[config.mk]
export PLATFORM = sky130hd
export DESIGN_NAME = ssd_scan_ctrl
export DESIGN_NICKNAME = d
export VERILOG_FILES = /design/src/rtl/ssd_pkg.sv /design/src/rtl/ssd_decode.sv /design/src/rtl/ssd_scan_ctrl.sv
export SDC_FILE = /design/constraint.sdc
export NUM_CORES = 1
export LEC_CHECK = 0
export CORE_MARGIN = 3
export CORE_UTILIZATION = 45
export CTS_BUF_LIST = sky130_fd_sc_hd__clkbuf_16
export CTS_CLUSTER_DIAMETER = 120
export DETAILED_ROUTE_END_ITERATION = 10
export DONT_BUFFER_PORTS = 1
export PLACE_DENSITY = 0.69
export SLEW_MARGIN = 20
export SYNTH_ARGS = -nofsm -noshare
export SYNTH_HDL_FRONTEND = slang
export SYNTH_HIERARCHICAL = 1
export SYNTH_SLANG_ARGS = --single-unit
[constraint.sdc]
create_clock -name clk -period 8.64 [get_ports clk]
set_clock_uncertainty 0.1 [all_clocks]
set_input_delay 1.728 -clock clk [delete_from_list [all_inputs] [get_ports clk]]
set_output_delay 1.728 -clock clk [all_outputs]
set_load 0.01 [all_outputs]
[src/rtl/ssd_pkg.sv]
// Shared constants for the seven-segment scan driver: decode modes and
// active-low segment patterns, bit order {a,b,c,d,e,f,g}.
package ssd_pkg;

   typedef enum logic {
      MODE_HEX    = 1'b0,
      MODE_ONEHOT = 1'b1
   } mode_e;

   localparam logic [6:0] SEG_BLANK = 7'h7F;
   localparam logic [6:0] SEG_DASH  = 7'b1111110;

   // Entry n holds the pattern for hex digit n (element 15 listed first)
   localparam logic [15:0][6:0] HEX_SEG = {
      7'b0111000,  // F
      7'b0110000,  // E
      7'b1000010,  // d
      7'b0110001,  // C
      7'b1100000,  // b
      7'b0001000,  // A
      7'b0000100,  // 9
      7'b0000000,  // 8
      7'b0001111,  // 7
      7'b0100000,  // 6
      7'b0100100,  // 5
      7'b1001100,  // 4
      7'b0000110,  // 3
      7'b0010010,  // 2
      7'b1001111,  // 1
      7'b0000001   // 0
   };

endpackage

[src/rtl/ssd_decode.sv]
// Combinational slot decoder: hex nibble or one-hot switch index to segments.
module ssd_decode
   import ssd_pkg::*;
(
   input  logic       mode,
   input  logic [7:0] value,
   output logic [6:0] seg
);

   logic [3:0] ones;
   logic [3:0] pos;

   // Count set bits and remember the set position for one-hot display
   always_comb begin
      ones = '0;
      pos  = '0;
      for (int unsigned b = 0; b < 8; b++) begin
         if (value[b]) begin
            ones = ones + 4'd1;
            pos  = 4'(b);
         end
      end
   end

   // Select the segment pattern for the active decode mode
   always_comb begin
      seg = SEG_BLANK;
      if (mode_e'(mode) == MODE_HEX) begin
         seg = HEX_SEG[value[3:0]];
      end else if (value == 8'h00) begin
         seg = HEX_SEG[0];
      end else if (ones == 4'd1) begin
         seg = HEX_SEG[pos + 4'd1];
      end else begin
         seg = SEG_DASH;
      end
   end

endmodule

[src/rtl/ssd_scan_ctrl.sv]
// Time-multiplexed common-anode seven-segment scan driver with per-frame
// input snapshot, anti-ghost guard, dimming and registered outputs.
module ssd_scan_ctrl
   import ssd_pkg::*;
#(
   parameter int NUM_DIGITS   = 8,
   parameter int SCAN_DIV     = 100000,
   parameter int GUARD_CYCLES = 16,
   parameter int DIG_W        = 8
) (
   input  logic                        clk,
   input  logic                        Reset,
   input  logic                        mode,
   input  logic [NUM_DIGITS*DIG_W-1:0] digits,
   input  logic [NUM_DIGITS-1:0]       blank,
   input  logic [NUM_DIGITS-1:0]       dp_in,
   input  logic                        dim,
   output logic [NUM_DIGITS-1:0]       an,
   output logic [6:0]                  seg,
   output logic                        dp,
   output logic                        frame_done
);

   localparam int CNT_W   = $clog2(SCAN_DIV);
   localparam int IDX_W   = (NUM_DIGITS > 1) ? $clog2(NUM_DIGITS) : 1;
   localparam int DIM_END = GUARD_CYCLES + (SCAN_DIV - GUARD_CYCLES) / 4;
   localparam int CW      = (DIG_W < 8) ? DIG_W : 8;

   localparam logic [CNT_W-1:0] DIV_LAST = CNT_W'(SCAN_DIV - 1);
   localparam logic [IDX_W-1:0] IDX_LAST = IDX_W'(NUM_DIGITS - 1);
   localparam logic [CNT_W:0]   GUARD_V  = (CNT_W + 1)'(GUARD_CYCLES);
   localparam logic [CNT_W:0]   DIM_V    = (CNT_W + 1)'(DIM_END);

   logic [CNT_W-1:0]            div_cnt_q, div_cnt_d;
   logic [IDX_W-1:0]            idx_q, idx_d;
   logic                        frame_done_q, frame_done_d;
   logic [NUM_DIGITS*DIG_W-1:0] snap_digits_q, snap_digits_d;
   logic [NUM_DIGITS-1:0]       snap_blank_q, snap_blank_d;
   logic [NUM_DIGITS-1:0]       snap_dp_q, snap_dp_d;
   logic                        snap_mode_q, snap_mode_d;
   logic                        snap_dim_q, snap_dim_d;
   logic [NUM_DIGITS-1:0]       an_q, an_d;
   logic [6:0]                  seg_q, seg_d;
   logic                        dp_q, dp_d;

   logic                        capture;
   logic [DIG_W-1:0]            digit_sel;
   logic [7:0]                  slot_val;
   logic [6:0]                  dec_seg;
   logic                        an_en;

   // Slot divider and digit index, with end-of-frame strobe
   always_comb begin
      div_cnt_d    = div_cnt_q + 1'b1;
      idx_d        = idx_q;
      frame_done_d = 1'b0;
      if (div_cnt_q == DIV_LAST) begin
         div_cnt_d    = '0;
         idx_d        = (idx_q == IDX_LAST) ? '0 : idx_q + 1'b1;
         frame_done_d = (idx_q == IDX_LAST);
      end
   end

   // Frame snapshot; the _d values double as the effective shadow so the
   // capture cycle itself already decodes the freshly sampled inputs.
   always_comb begin
      capture       = (div_cnt_q == '0) && (idx_q == '0);
      snap_digits_d = capture ? digits : snap_digits_q;
      snap_blank_d  = capture ? blank  : snap_blank_q;
      snap_dp_d     = capture ? dp_in  : snap_dp_q;
      snap_mode_d   = capture ? mode   : snap_mode_q;
      snap_dim_d    = capture ? dim    : snap_dim_q;
   end

   // Select the current slot, zero-extending narrow digits to 8 bits
   always_comb begin
      digit_sel = snap_digits_d[idx_q*DIG_W +: DIG_W];
      slot_val  = 8'(digit_sel[CW-1:0]);
   end

   ssd_decode u_decode (
      .mode  (snap_mode_d),
      .value (slot_val),
      .seg   (dec_seg)
   );

   // Anode gating (guard, blank, dim window) and output pattern selection
   always_comb begin
      an_en = ({1'b0, div_cnt_q} >= GUARD_V) && !snap_blank_d[idx_q] &&
              (!snap_dim_d || ({1'b0, div_cnt_q} < DIM_V));
      an_d  = '1;
      seg_d = SEG_BLANK;
      dp_d  = 1'b1;
      if (an_en) begin
         an_d[idx_q] = 1'b0;
         seg_d       = dec_seg;
         dp_d        = ~snap_dp_d[idx_q];
      end
   end

   // State and output registers with synchronous reset
   always_ff @(posedge clk) begin
      if (Reset) begin
         div_cnt_q     <= '0;
         idx_q         <= '0;
         frame_done_q  <= 1'b0;
         snap_digits_q <= '0;
         snap_blank_q  <= '0;
         snap_dp_q     <= '0;
         snap_mode_q   <= 1'b0;
         snap_dim_q    <= 1'b0;
         an_q          <= '1;
         seg_q         <= SEG_BLANK;
         dp_q          <= 1'b1;
      end else begin
         div_cnt_q     <= div_cnt_d;
         idx_q         <= idx_d;
         frame_done_q  <= frame_done_d;
         snap_digits_q <= snap_digits_d;
         snap_blank_q  <= snap_blank_d;
         snap_dp_q     <= snap_dp_d;
         snap_mode_q   <= snap_mode_d;
         snap_dim_q    <= snap_dim_d;
         an_q          <= an_d;
         seg_q         <= seg_d;
         dp_q          <= dp_d;
      end
   end

   assign an         = an_q;
   assign seg        = seg_q;
   assign dp         = dp_q;
   assign frame_done = frame_done_q;

endmodule

Word level (Yosys, flattened, before mapping)
Memories as Yosys holds them, arrays and structs flattened.
Index checks and enable logic that the tools add are counted.
{"block": "word_totals", "rom_bits": 224, "ff_bits": 119, "n_memories": 2, "elab_cells": 82, "in_bits": 84}
{"block": "op_classes", "n_bitwise": 4, "n_reduce_logical": 13, "addsub": 10, "n_mux": 32, "shift": 1, "order_cmp": 6, "eq_ne": 3}
{"memory": "(name not given)", "depth": 16, "width": 7, "read_ports": 1, "rd_clocked_by_memory_dff": 0, "write_ports": 0, "line": "ssd_decode.sv:33", "rtl": "seg = HEX_SEG[pos + 4'd1];"}
{"memory": "(name not given)", "depth": 16, "width": 7, "read_ports": 1, "rd_clocked_by_memory_dff": 0, "write_ports": 0, "line": "ssd_decode.sv:29", "rtl": "seg = HEX_SEG[value[3:0]];"}
{"op": "64-bit two-way mux", "count": 1}
{"op": "64-bit by 7-bit variable part select with 8-bit output", "count": 1}
{"op": "7-bit two-way mux", "count": 5}
{"op": "4-bit two-way mux", "count": 7}
{"op": "4-bit by 1-bit adder with 4-bit output (second input constant)", "count": 6}
{"op": "17-bit by 1-bit adder with 17-bit output (second input constant)", "count": 1}
{"op": "17-bit == test (second input constant)", "count": 1}
{"op": "17-bit by 5-bit greater-or-equal comparator with 1-bit output (second input constant)", "count": 1}
{"op": "17-bit zero test", "count": 1}
{"op": "17-bit by 15-bit < comparator with 1-bit output (second input constant)", "count": 1}
{"op": "8-bit two-way mux", "count": 2}
{"op": "3-bit two-way mux", "count": 5}
{"op": "4-bit by 5-bit < comparator with 1-bit output (second input constant)", "count": 2}
{"op": "8-bit zero test", "count": 1}
{"op": "8-bit inverter", "count": 1}
{"op": "1-bit two-way mux", "count": 7}
{"op": "1-bit binary-select mux with 3-bit select", "count": 2}
{"op": "2-bit OR reduction", "count": 3}
{"op": "3-bit by 1-bit adder with 4-bit output (second input constant)", "count": 1}
{"op": "4-bit by 1-bit == test with 1-bit output (second input constant)", "count": 1}
{"op": "1-bit logical AND", "count": 4}
{"op": "3-bit by 4-bit < comparator with 1-bit output (second input constant)", "count": 1}
{"op": "2-bit two-way mux", "count": 2}
{"op": "3-bit by 1-bit adder with 3-bit output (second input constant)", "count": 1}
{"op": "other kinds (8)", "count": 11}

Depth between registers and ports, before layout
Gate-level depths: netlist of the first run.
{"block": "depth", "ltp_word": 23, "ltp_mapped": 31}

Hierarchy
The synthesis of the first run kept the hierarchy.
{"module": "ssd_scan_ctrl", "n_inst": 1, "area_each_um2": 5113.7, "cells_each": 614, "seq_area_each_um2": 2382.3}
{"module": "ssd_decode", "n_inst": 1, "area_each_um2": 1177.4, "cells_each": 155, "seq_area_each_um2": 0.0}

Worst setup path after synthesis of the first run
No wires, ideal clock.
{"block": "synth_timing", "kind": "reg2reg", "startpoint": "register div_cnt_q[8]", "endpoint": "register seg_q[1] (netlist: seg[1])", "setup_ns": 0.117, "stages_incl_launch_ff": 29, "t_arrival_ns": 6.398, "path_buffers": 2, "path_slack_ns": 2.025, "path_cell_list": "dfxtp_1 > or4_4 > nor4_4 > or3b_1 > buf_6 > buf_12 > mux2i_1 > nor2_1 > or3_1 > inv_1 > ha_1 > ha_1 > ha_1 > mux2_4 > ha_1 > nand2b_1 > o21a_1 > ha_1 > mux2i_1 > nor2_1 > ha_1 > nand2_1 > o21ai_0 > o41a_1 > ha_1 > nor3b_1 > a22o_1 > a31oi_1 > nand2b_1"}
{"block": "synth_between", "elab_chain_cells": 23, "word_cells_on_any_way": 50, "cone_classes": "add/sub (8); order compare (2); eq/ne (1); shift (1); mux (26); bitwise (1); reduce/logical (9); memory (2)"}
{"element": "start, declared", "line": "ssd_scan_ctrl.sv:34", "rtl": "logic [CNT_W-1:0] div_cnt_q, div_cnt_d;"}
{"element": "start signal, assigned", "line": "ssd_scan_ctrl.sv:116", "rtl": "div_cnt_q <= div_cnt_d;"}
{"element": "17-bit zero test (*)", "line": "ssd_scan_ctrl.sv:67", "rtl": "capture = (div_cnt_q == '0) && (idx_q == '0);"}
{"element": "1-bit logical AND (*)", "line": "ssd_scan_ctrl.sv:67"}
{"element": "64-bit two-way mux (*)", "line": "ssd_scan_ctrl.sv:68", "rtl": "snap_digits_d = capture ? digits : snap_digits_q;"}
{"element": "64-bit by 7-bit variable part select with 8-bit output (*)", "line": "ssd_scan_ctrl.sv:77", "rtl": "digit_sel = snap_digits_d[idx_q*DIG_W +: DIG_W];"}
{"element": "named net digit_sel[0]", "line": "ssd_scan_ctrl.sv:47", "rtl": "logic [DIG_W-1:0] digit_sel;"}
{"element": "1-bit two-way mux", "line": "ssd_decode.sv:18", "rtl": "if (value[b]) begin"}
{"element": "1-bit by 1-bit adder with 2-bit output", "line": "ssd_decode.sv:19", "rtl": "ones = ones + 4'd1;"}
{"element": "4-bit two-way mux", "line": "ssd_decode.sv:18"}
{"element": "[9 not listed]"}
{"element": "4-bit two-way mux", "line": "ssd_decode.sv:18"}
{"element": "4-bit by 1-bit adder with 4-bit output", "line": "ssd_decode.sv:19"}
{"element": "4-bit two-way mux", "line": "ssd_decode.sv:18"}
{"element": "4-bit by 1-bit == test with 1-bit output", "line": "ssd_decode.sv:32", "rtl": "end else if (ones == 4'd1) begin"}
{"element": "7-bit two-way mux", "line": "ssd_decode.sv:32"}
{"element": "7-bit two-way mux", "line": "ssd_decode.sv:30", "rtl": "end else if (value == 8'h00) begin"}
{"element": "7-bit two-way mux (*)", "line": "ssd_decode.sv:28", "rtl": "if (mode_e'(mode) == MODE_HEX) begin"}
{"element": "named net dec_seg[1]", "line": "ssd_scan_ctrl.sv:49", "rtl": "logic [6:0] dec_seg;"}
{"element": "end signal, assigned", "line": "ssd_scan_ctrl.sv:125", "rtl": "seg_q <= seg_d;"}
{"element": "end, declared", "line": "ssd_scan_ctrl.sv:43", "rtl": "logic [6:0] seg_q, seg_d;"}
The timed path passes the listed nets; every way through them passes the cells marked *. The select of a mux whose other input is x is not followed.
A chain may end at the register's enable or synchronous reset.

Final worst setup path of the first run
{"block": "layout_timing", "startpoint": "register idx_q[0]", "endpoint": "register seg_q[4] (netlist: seg[4])"}
{"block": "layout_between", "word_cells_on_any_way": 48, "cone_classes": "add/sub (8); eq/ne (1); shift (1); mux (26); bitwise (1); reduce/logical (9); memory (2)"}
{"element": "start, declared", "line": "ssd_scan_ctrl.sv:35", "rtl": "logic [IDX_W-1:0] idx_q, idx_d;"}
{"element": "start signal, assigned", "line": "ssd_scan_ctrl.sv:117", "rtl": "idx_q <= idx_d;"}
{"element": "3-bit zero test", "line": "ssd_scan_ctrl.sv:67"}
{"element": "1-bit logical AND", "line": "ssd_scan_ctrl.sv:67"}
{"element": "64-bit two-way mux", "line": "ssd_scan_ctrl.sv:68"}
{"element": "64-bit by 7-bit variable part select with 8-bit output (*)", "line": "ssd_scan_ctrl.sv:77"}
{"element": "named net digit_sel[1]", "line": "ssd_scan_ctrl.sv:47"}
{"element": "4-bit two-way mux", "line": "ssd_decode.sv:18"}
{"element": "4-bit by 1-bit adder with 4-bit output", "line": "ssd_decode.sv:19"}
{"element": "4-bit two-way mux", "line": "ssd_decode.sv:18"}
{"element": "[7 not listed]"}
{"element": "4-bit two-way mux", "line": "ssd_decode.sv:18"}
{"element": "4-bit by 1-bit adder with 4-bit output", "line": "ssd_decode.sv:19"}
{"element": "4-bit two-way mux", "line": "ssd_decode.sv:18"}
{"element": "4-bit by 1-bit == test with 1-bit output", "line": "ssd_decode.sv:32"}
{"element": "7-bit two-way mux", "line": "ssd_decode.sv:32"}
{"element": "7-bit two-way mux", "line": "ssd_decode.sv:30"}
{"element": "7-bit two-way mux (*)", "line": "ssd_decode.sv:28"}
{"element": "named net dec_seg[4]", "line": "ssd_scan_ctrl.sv:49"}
Marked as above.

==> metrics list, run 1 <==
* Worst slew margin relative to its limit: 0.233
- Root buf cell: sky130_fd_sc_hd__clkbuf_16
- Synth Cell Area: 6290 sq um
- Synthesized instance count: 769
* Buffers inserted during post-CTS setup optimization: 0
* Number of hold buffers added after CTS: 0
- The tool flagged a number of max-cap violations equal to 0.
- For this run, the register share of the synthesized area comes to 0.379.
- For this run, global-route usage on met3 was measured as 0.0606.
- TritonCTS clock tree: yes
- Final number of max-transition violations: 0
- The cell that appears most often on the critical path is sky130_fd_sc_hd__ha_1.
* Top flip-flop cell by instance count after synthesis: sky130_fd_sc_hd__dfxtp_1
- Post-Synthesis Net Count: 876
* Shortest period the worst path allows: 7.42 ns
- Power per unit of standard cell area: 275 nW/um^2
* H-tree levels: 4
- Share of the clock period used by the worst path after layout: 0.859
- Pin count of the biggest net entering global routing: 90
- Endpoints failing setup: 0
* Crit start category: register
- Timing analysis after detailed placement gives a worst setup slack of 1.26 ns.
- Dividing the detail-routed wire length by the instance count gives 18.5 microns.
- First-pass GRT wire length: 27,400 microns
* Total detailed-routing wirelength: 17,200 microns
* Leakage Power: 2.71 nW
- IR analysis of the VDD net gives a maximum drop of 0.145 mV.
- Maximum single-stage delay on the critical path: 0.83 ns
- The layer flagged by global routing as most heavily used is met2.
- Antenna cells: 0
- DRT antenna net count: 0
- Routed via count divided by cell count: 5.85
* Crit path max fanout: 35
- The initial utilization of the core area, before any placement, comes to 0.468.
- Drt drc: 0
* Remaining global-route overflow: 0
- For this design, the slowest cell found on the critical path is sky130_fd_sc_hd__dfxtp_1.
- Overall die area: 15,400 sq um
- Placed wire-length estimate: 12,500 microns
* Gates resized, CTS repair: 0
* Mean post-synth cell area: 8.18 sq um
* Sw Share: 0.309
- Longest Clk Path Bufs: 2
- The number of global-route vias before repair was 5,230.
- Worst EP arrival: 7.60 ns
- Combinational fraction of design power: 0.283
- Top-Level Pins: 101
- Setup TNS Final: 0 ns
- Layout overhead on the synthesized area: 10.6%
* Final weighted congestion in routability-driven placement: 0.874
* Share of layout cells above drive strength 1: 0.0844
- Vias post-DR: 5,461
* # nets final: 852
- Portion of total power attributed to the clock network: 0.401
* Least-Margin Pin Slew: 1.14 ns
- In the global route stage, met1 resource usage came out at 0.274.
- The share of total power dissipated in sequential elements is 0.316.
- The initial antenna violation count was 0.
* Required time at the worst-slack endpoint: 8.82 ns
- Synthesized flop and latch total: 119
- The number of clock buffers added by TritonCTS is 17.
- Share of flip-flops with an asynchronous set or reset: 0
- Internal power component: 1.32 mW
- In this run the power spent charging and discharging nets is 0.591 mW.
- Source-to-sink clock delay at the later pin of the worst-skew pair: 0.42 ns
* Clock Pin Slew Worst Setup and Hold Paths: 0.06 ns
- The number of endpoints with negative hold slack in the final report came to 0.
- Number of iterations in the first detailed-routing pass: 5
* Number of different library cells in the post-synthesis netlist: 70
* Synth warnings: 6
- The flow ran to the end, and the final reports show no timing, DRC or antenna violations.
- STA classifies the critical path endpoint as a register.
* RSZ-0062 raised after global routing: no
- In this run the vertical extent of the chip is 124 microns.
- Violation count after the first detailed-routing iteration: 542
- Number of rows created at floorplan: 42
- Port Buffers: 0
- From left edge to right edge, the die measures 124 microns.
- Worst-case setup margin in the final layout: 1.22 ns
- Type of the worst min-delay path: register to register
* Sinks on the clock net: 119
- For met2 alone, demand over resource in global routing was 0.371.
- Post-synth EDFFs: 0
* Fmax: 135 MHz
- The core region is 13,500 sq um.
* Global-route total usage across every layer: 0.222
- Setup Crit Path Kind: register to register
## sequential cells by signal (all words and copies together), names as in the netlist
name,cells
snap_digits_q,64
snap_mode_q,1
an,8
snap_dim_q,1
frame_done,1
snap_dp_q,8
idx_q,3
dp,1
div_cnt_q,17
seg,7
snap_blank_q,8
## power groups by stage
stage	logic (mW)	registers, mW	clock network [mW]
after floorplan	0.460	0.610	0
after global placement	0.514	0.614	0
after detailed placement	0.536	0.616	0
after CTS	0.538	0.604	0.773
after global routing	0.606	0.608	0.803
final	0.542	0.605	0.766
## stage by stage
stage | hold WS, ns | instances | area (sq um) | power [mW] | util
6_report | 0.351 | 934 | 6960 | 1.91 | 0.517
5_1_grt | 0.360 | 934 | 6960 | 2.02 | 0.517
4_1_cts | 0.348 | 934 | 6960 | 1.92 | 0.517
3_5_place_dp | 0.340 | 902 | 6330 | 1.15 | 0.470
3_3_place_gp | 0.334 | 902 | 6330 | 1.13 | 0.470
2_1_floorplan | 0.332 | 769 | 6290 | 1.07 | -
## final timing paths
kind	from	to	slack [ns]	cells after the start
hold / removal	snap_digits_q[49]$_SDFF_PP0_	snap_digits_q[49]$_SDFF_PP0_	0.35	2
setup reg to reg	idx_q[0]$_SDFFE_PP0N_	seg[4]$_SDFF_PP1_	1.22	28
hold reg to reg	snap_digits_q[49]$_SDFF_PP0_	snap_digits_q[49]$_SDFF_PP0_	0.35	2
setup / recovery	idx_q[0]$_SDFFE_PP0N_	seg[4]$_SDFF_PP1_	1.22	28
## worst max-delay path, delay by kind of cell (launching register included)
family | cells | cell delay, ns
AND/OR/NAND/NOR | 10 | 1.69
multiplexers | 2 | 0.55
AO/OA/AOI/OAI | 5 | 0.91
adder cells (fa/ha/maj) | 8 | 2.37
flip-flops | 1 | 0.83
buffers and inverters | 3 | 0.83
## cell usage in the layout, fill, tap and decap left out, types with 11 or more instances in the layout
cell type,count
sky130_fd_sc_hd__nand2_1,168
sky130_fd_sc_hd__dfxtp_1,119
sky130_fd_sc_hd__a21oi_1,79
sky130_fd_sc_hd__nor2_1,77
sky130_fd_sc_hd__mux2i_1,26
sky130_fd_sc_hd__ha_1,23
sky130_fd_sc_hd__inv_1,19
sky130_fd_sc_hd__a22oi_1,19
sky130_fd_sc_hd__clkbuf_16,17
sky130_fd_sc_hd__nand3_1,13
sky130_fd_sc_hd__o21ai_0,12
sky130_fd_sc_hd__a31oi_1,11
sky130_fd_sc_hd__nand2b_1,11
## final cells by class
class | count | area (sq um)
multi-input cells | 580 | 3590
repair buffers | 8 | 60.1
inverters | 19 | 71.3
fillers | 1290 | 6490
clock inverters | 15 | 206
clock buffers | 17 | 425
flip-flops and latches | 119 | 2380
well taps | 176 | 220
## cells by family (layout without fill, tap and decap cells)
kind of cell / Yosys count / count (layout) / share of synthesized area
and+or+nand+nor: 328 / 328 / 0.233
AOI/OAI and AO/OA: 171 / 171 / 0.176
DFF: 119 / 119 / 0.379
buffers and inverters: 70 / 59 / 0.0511
muxes: 32 / 32 / 0.0599
xor gates and xnor gates: 26 / 26 / 0.0551
adders and majority gates: 23 / 23 / 0.0457
## cells in the mapped netlist, drive strengths merged (3+ instances only)
cell type,number,area [sq um]
clkbuf,39,146
a222oi,5,50.1
xnor2,10,133
mux4,4,90.1
nor3b,3,22.5
mux2i,26,260
a221oi,3,26.3
or2,4,25.0
nor3,8,40.0
nand3,14,75.1
dfxtp,119,2380
a211oi,6,45.0
nand2,168,631
or3,7,43.8
a22o,7,61.3
a31oi,11,68.8
nor2,78,295
or4,3,30.0
nor4,5,46.3
nand4,6,37.5
nor2b,6,37.5
buf,12,104
ha,23,288
inv,19,71.3
a22oi,19,143
and3,6,37.5
xor2,15,191
nand2b,11,68.8
a21oi,79,395
o221ai,3,26.3
a311oi,5,43.8
o21ai,13,65.1
## metal layers
layer	share of wire	vias up
met2	0.49	226
met1	0.41	2590
met5	0	-
met4	0.020	0
li1	-	2622
met3	0.077	23
Power figures use the tool's default switching activity.
==> inputs of run 2 (changes only) <==
==> constraint.sdc (replaced) <==
create_clock -name clk -period 8.64 [get_ports clk]
set_clock_uncertainty 0.1 [all_clocks]
set_input_delay 1.728 -clock clk [delete_from_list [all_inputs] [get_ports clk]]
set_output_delay 1.728 -clock clk [all_outputs]
set_load 0.005 [all_outputs]
==> results of run 2 <==
The final DEF is identical to that of run 1; final timing and power are the same.
==> variant 1, RTL diff (settings of run 1) <==
The output `an` loses its register stage (`an_q` becomes a continuous assignment).
--- a/src/rtl/ssd_scan_ctrl.sv
+++ b/src/rtl/ssd_scan_ctrl.sv
@@ -111,3 +111,2 @@
          snap_dim_q    <= 1'b0;
-         an_q          <= '1;
          seg_q         <= SEG_BLANK;
@@ -123,3 +122,2 @@
          snap_dim_q    <= snap_dim_d;
-         an_q          <= an_d;
          seg_q         <= seg_d;
@@ -128,2 +126,4 @@
    end
+
+   assign an_q = an_d;
 
Function: same outputs for any inputs over 10 cycles, from zero or initial values and one cycle with Reset high; that may be too few to reach the edited logic, so the function may still have changed.
==> variant 1 against run 1 <==
  * Synthesized area increased by 0.26%
  * Global-route usage decreased by 1.5 points
  * Fmax rose by 3.8%
  * Design area down 4.1%
  * Wire length decreased by 4.7%
  * Sequential cell count fell by 8
  * Highest routed layer unchanged
  * Worst setup slack gained 280 ps
  * Power decreased by 20%
  * Largest power group is now sequential cells
  * Die area is 0.25% higher
==> variant 1: results (changes against run 1) <==
- Outcome: finished, final reports clean (unchanged)
- CP Max Fanout: 21 (was 35)
- Clk pwr: 0.000397 W (was 0.000766 W)
- DR iter-0 viols: 516 (was 542)
- Number of global-route vias before repair: 5,006 (was 5,230)
- Worst vdd ir: 0.124 mV (was 0.145 mV)
- Hold_ws: 352 ps (was 351 ps)
- Mux share of post-synthesis cell area: 7.22% (was 5.99%)
- Net switching power: 0.000536 W (was 0.000591 W)
- Detailed placement HPWL: 11,800 um (was 12,500 um)
- Data buffer area share: 1.58% (was 0.863%)
- Multi-input combinational cell area: 3760 um2 (was 3590 um2)
- Post-Place Cell Area: 6400 um2 (was 6330 um2)
- Power Internal: 0.000987 W (was 0.00132 W)
- Multi-In Gates: 615 (was 580)
- Cells on worst reg2reg path: 27 (was 28)
- CTS root buffer: clkbuf_16 (unchanged)
- Max clock buf depth: 2 (unchanged)
- Pleak: 2.53 nW (was 2.71 nW)
- Reg power frac: 37.1% (was 31.6%)
- Fraction of final layout cells sized beyond drive strength 1: 7.57% (was 8.44%)
- XOR/XNOR Fraction of Synth Area: 5.36% (was 5.51%)
- # H-tree levels: 3 (was 4)
- Met2 Use GR: 32.3% (was 37.1%)
- Clk tree area frac: 4.09% (was 9.08%)
- Post-synthesis sequential area ratio: 35.2% (was 37.9%)
- Clk slew on worst S/H paths: 80 ps (was 60 ps)
- Clk_lat worst skew: 360 ps (was 420 ps)
- Clk_buf instances: 9 (was 17)
- First-pass GRT wire length: 26,300 um (was 27,400 um)
- Hold depth: 2 (unchanged)
- Final WL: 16,400 um (was 17,200 um)
- GRT Util Overall: 20.7% (was 22.2%)
- Storage element area: 2220 um2 (was 2380 um2)
- Met1 Use GR: 28.0% (was 27.4%)
- Routing usage on met3: 6.35% (was 6.06%)
- Max_slew headroom: 33.0% (was 23.3%)
- Invs w/o clock: 23 (was 19)
- FF+latch count: 111 (was 119)
- DP Cell Count: 939 (was 902)
- Non-Filler Instances: 955 (was 934)
- Compound-Gate Fraction of Synth Area: 18.9% (was 17.6%)
- Non-CTS buffers: 14 (was 8)
- Die area: 15,500 um2 (was 15,400 um2)
- Data arrival, critical path: 7300 ps (was 7600 ps)
- Ranking of synthesized cells by area: dfxtp_1, nand2_1, a21oi_1, mux2i_1, ha_1 (was dfxtp_1, nand2_1, a21oi_1, nor2_1, ha_1)
variant 1: final timing paths:
| path | start | end | slack [ps] |
|---|---|---|---|
| setup / recovery | idx_q[0] | seg[1] | 1490 |
| hold / removal | snap_blank_q[7] | snap_blank_q[7] | 350 |
| setup reg to reg | idx_q[0] | seg[1] | 1490 |
| hold reg to reg | snap_blank_q[7] | snap_blank_q[7] | 350 |
variant 1: worst max-delay path, stage by stage (launching register included):
cell      delay, ps
dfxtp_1         310
inv_1           200
ha_1            200
or4bb_1         550
nor2_1          230
nand3_4         340
mux2i_1         230
o221ai_1        440
inv_1           190
ha_1            390
ha_1            430
ha_1            290
mux2_4          300
ha_1            290
nand2b_1        160
o21a_1          110
ha_1            270
mux2i_1         220
nor2_1           80
ha_1            270
nand2_1          40
o21ai_0         110
o41a_1          250
ha_1            250
nor3b_1         210
a22o_1          290
a31oi_1         120
nand2b_1        160
variant 1: routing by layer:
metal,wire length (um),vias to the layer above
met5,0,-
met4,200,0
met3,1490,20
met2,7550,180
met1,7190,2551
li1,-,2727
==> variant 2, RTL diff (settings of run 1) <==
Made on the original files. Set the parameter `NUM_DIGITS` to 4 (it was 8).
--- a/src/rtl/ssd_scan_ctrl.sv
+++ b/src/rtl/ssd_scan_ctrl.sv
@@ -5,3 +5,3 @@
 #(
-   parameter int NUM_DIGITS   = 8,
+   parameter int NUM_DIGITS   = 4,
    parameter int SCAN_DIV     = 100000,
Ports: changed (resized an, blank, digits and dp_in); port bits go from 101 to 57. No check against the original RTL was run, so the function may have changed too.
==> variant 2 against run 1 <==
  * Wire length is 47% lower
  * Combinational power is 24% lower
  * Sequential cell count is 45 lower
  * Power is 40% lower
  * Die area is 28% lower
  * Design area is 32% lower
  * Sequential share of layout area is 3.1 points lower
  * Worst setup slack better by 93 ps
  * Synthesized area is 29% lower
  * Clock power is 53% lower
==> variant 2: results (changes against run 1) <==
- Outcome: finished, final reports clean (unchanged)
- Syn_nets: 548 (was 876)
- CP Class: register to register (unchanged)
- Initial antenna violation count: 0 (unchanged)
- Top cell type's share of synthesized area: 33.2% (was 37.9%)
- CP endpoint: seg[4] (unchanged)
- Total CTS buffers: 9 (was 17)
- Fraction of final layout cells sized beyond drive strength 1: 10.0% (was 8.44%)
- Max_slew headroom: 31.5% (was 23.3%)
- Biggest register: snap_digits_q (unchanged)
- DR iter-0 viols: 131 (was 542)
- Largest net degree at the start of global routing: 49 (was 90)
- Pleak: 1.91 nW (was 2.71 nW)
- Crit path max-delay family: adder cells (unchanged)
- Max FFs per register: 32 (was 64)
- Ranking of synthesized cells by area: dfxtp_1, mux2i_1, nor2_1, ha_1, mux4_2 (was dfxtp_1, nand2_1, a21oi_1, nor2_1, ha_1)
- Final net count: 533 (was 852)
- Post-Place Cell Area: 4480 um2 (was 6330 um2)
- Post-CTS sizing: 0 (unchanged)
- FF-to-FF setup slack: 1310 ps (was 1220 ps)
- First-pass GRT wire length: 15,400 um (was 27,400 um)
- Main synth FF type: dfxtp_1 (unchanged)
- Synth cell types: 60 (was 70)
- Buffers on Ports: 0 (unchanged)
- GRT Util Overall: 17.0% (was 22.2%)
- Slowest CP cell: mux4_2 (was dfxtp_1)
- CP Max Fanout: 25 (was 35)
- Detailed placement HPWL: 6590 um (was 12,500 um)
- Worst vdd ir: 0.118 mV (was 0.145 mV)
- CTS root buffer: clkbuf_16 (unchanged)
- Max clock buf depth: 2 (unchanged)
- Ant. Diodes: 0 (unchanged)
- CP peak stage delay: 540 ps (was 830 ps)
- Clk slew on worst S/H paths: 60 ps (about the same)
- Async SR Flop Fraction: 0% (unchanged)
- Hold Path Class: register to register (unchanged)
- Post-synthesis sequential area ratio: 33.2% (was 37.9%)
- Synth Warn #: 6 (unchanged)
- Critical R2R Launch: idx_q[0] (unchanged)
- Data arrival, critical path: 7390 ps (was 7600 ps)
- Power Internal: 0.000769 W (was 0.00132 W)
- Postcts setup bufs: 0 (unchanged)
- Clk_lat worst skew: 330 ps (was 420 ps)
- # H-tree levels: 3 (was 4)
- Routability cong.: 0.884 (was 0.874)
- Post-synth top cells: nor2_1, dfxtp_1, mux2i_1, nand2_1, ha_1 (was nand2_1, dfxtp_1, a21oi_1, nor2_1, clkbuf_1)
- Cells on worst reg2reg path: 28 (unchanged)
- Final WL: 9110 um (was 17,200 um)
- Detail-routed via count per cell: 5.39 (was 5.85)
- TritonRoute pass-1 iters: 4 (was 5)
==> variant 2: cell count changes after synthesis, sizes merged, moves of 10 or more <==
| cell | delta |
|---|---|
| clkbuf | -21 |
| nand2 | -133 |
| a22oi | -19 |
| nor2 | +10 |
| mux2i | +20 |
| dfxtp | -45 |
| a21oi | -69 |
==> variant 2: cells by family (layout without fill, tap and decap cells) <==
logic type                 Yosys count  in the layout  share of synthesized area, %
AOI/OAI and AO/OA                   55             55                          9.24
xor gates and xnor gates            27             27                          7.98
adders and majority gates           24             24                          6.74
buffers and inverters               48             36                          5.17
DFF                                 74             74                          33.2
muxes                               61             61                          17.2
and+or+nand+nor                    191            191                          20.4
==> variant 2: area by class of cell <==
| class | count | area [um2] |
|---|---|---|
| Tap cell | 129 | 161 |
| Multi-Input combinational cell | 358 | 2740 |
| Sequential cell | 74 | 1480 |
| Inverter | 18 | 67.6 |
| Clock inverter | 5 | 57.6 |
| Timing Repair Buffer | 4 | 30.0 |
| Fill cell | 863 | 4650 |
| Clock buffer | 9 | 225 |
==> variant 2: power groups by stage <==
stage / Sequential [W] / Combinational (W) / Clock, W
floorplan: 0.000374 / 0.000363 / 0
global placement: 0.000376 / 0.000398 / 0
detailed placement: 0.000377 / 0.000406 / 0
CTS: 0.000369 / 0.000409 / 0.000373
global route: 0.000371 / 0.000459 / 0.000386
finish: 0.000369 / 0.000411 / 0.000362
==> variant 2: metal layers <==
layer  wire length (um)  share of wire, %  GRT usage, %  vias up
met2               4130                45          27.0       76
met3                699               7.7          6.00        7
met5                  0                 0             0        -
met1               4180                46          21.8     1500
met4                103               1.1          4.72        0
li1                   -                 -             -     1636
==> variant 2: worst reg2reg max path: cells and delay by family, from the launching register on <==
| family | cells | cell delay, ps |
|---|---|---|
| adders and majority gates | 8 | 2420 |
| AOI/OAI and AO/OA | 6 | 1180 |
| buffers and inverters | 4 | 1120 |
| DFF | 1 | 310 |
| and+or+nand+nor | 7 | 990 |
| muxes | 3 | 1050 |
==> variant 2: worst min path at each step <==
stage | startpoint | to | slack [ps] | cells after the start
3_3_place_gp | div_cnt_q[0] | div_cnt_q[0] | 360 | 1
3_5_place_dp | div_cnt_q[0] | div_cnt_q[0] | 370 | 1
2_1_floorplan | div_cnt_q[0] | div_cnt_q[0] | 340 | 1
4_1_cts | div_cnt_q[0] | div_cnt_q[0] | 380 | 1
5_1_grt | snap_digits_q[26] | snap_digits_q[26] | 420 | 2
6_report | div_cnt_q[0] | div_cnt_q[0] | 380 | 1
==> variant 2: through the flow <==
| step | hold WS [ps] | std cells | setup WS [ps] |
|---|---|---|---|
| CTS | 383 | 597 | 1300 |
| floorplan | 342 | 480 | 1900 |
| global placement | 360 | 583 | 1630 |
| finish | 380 | 597 | 1310 |
| detailed placement | 369 | 583 | 1350 |
| global route | 418 | 597 | 787 |
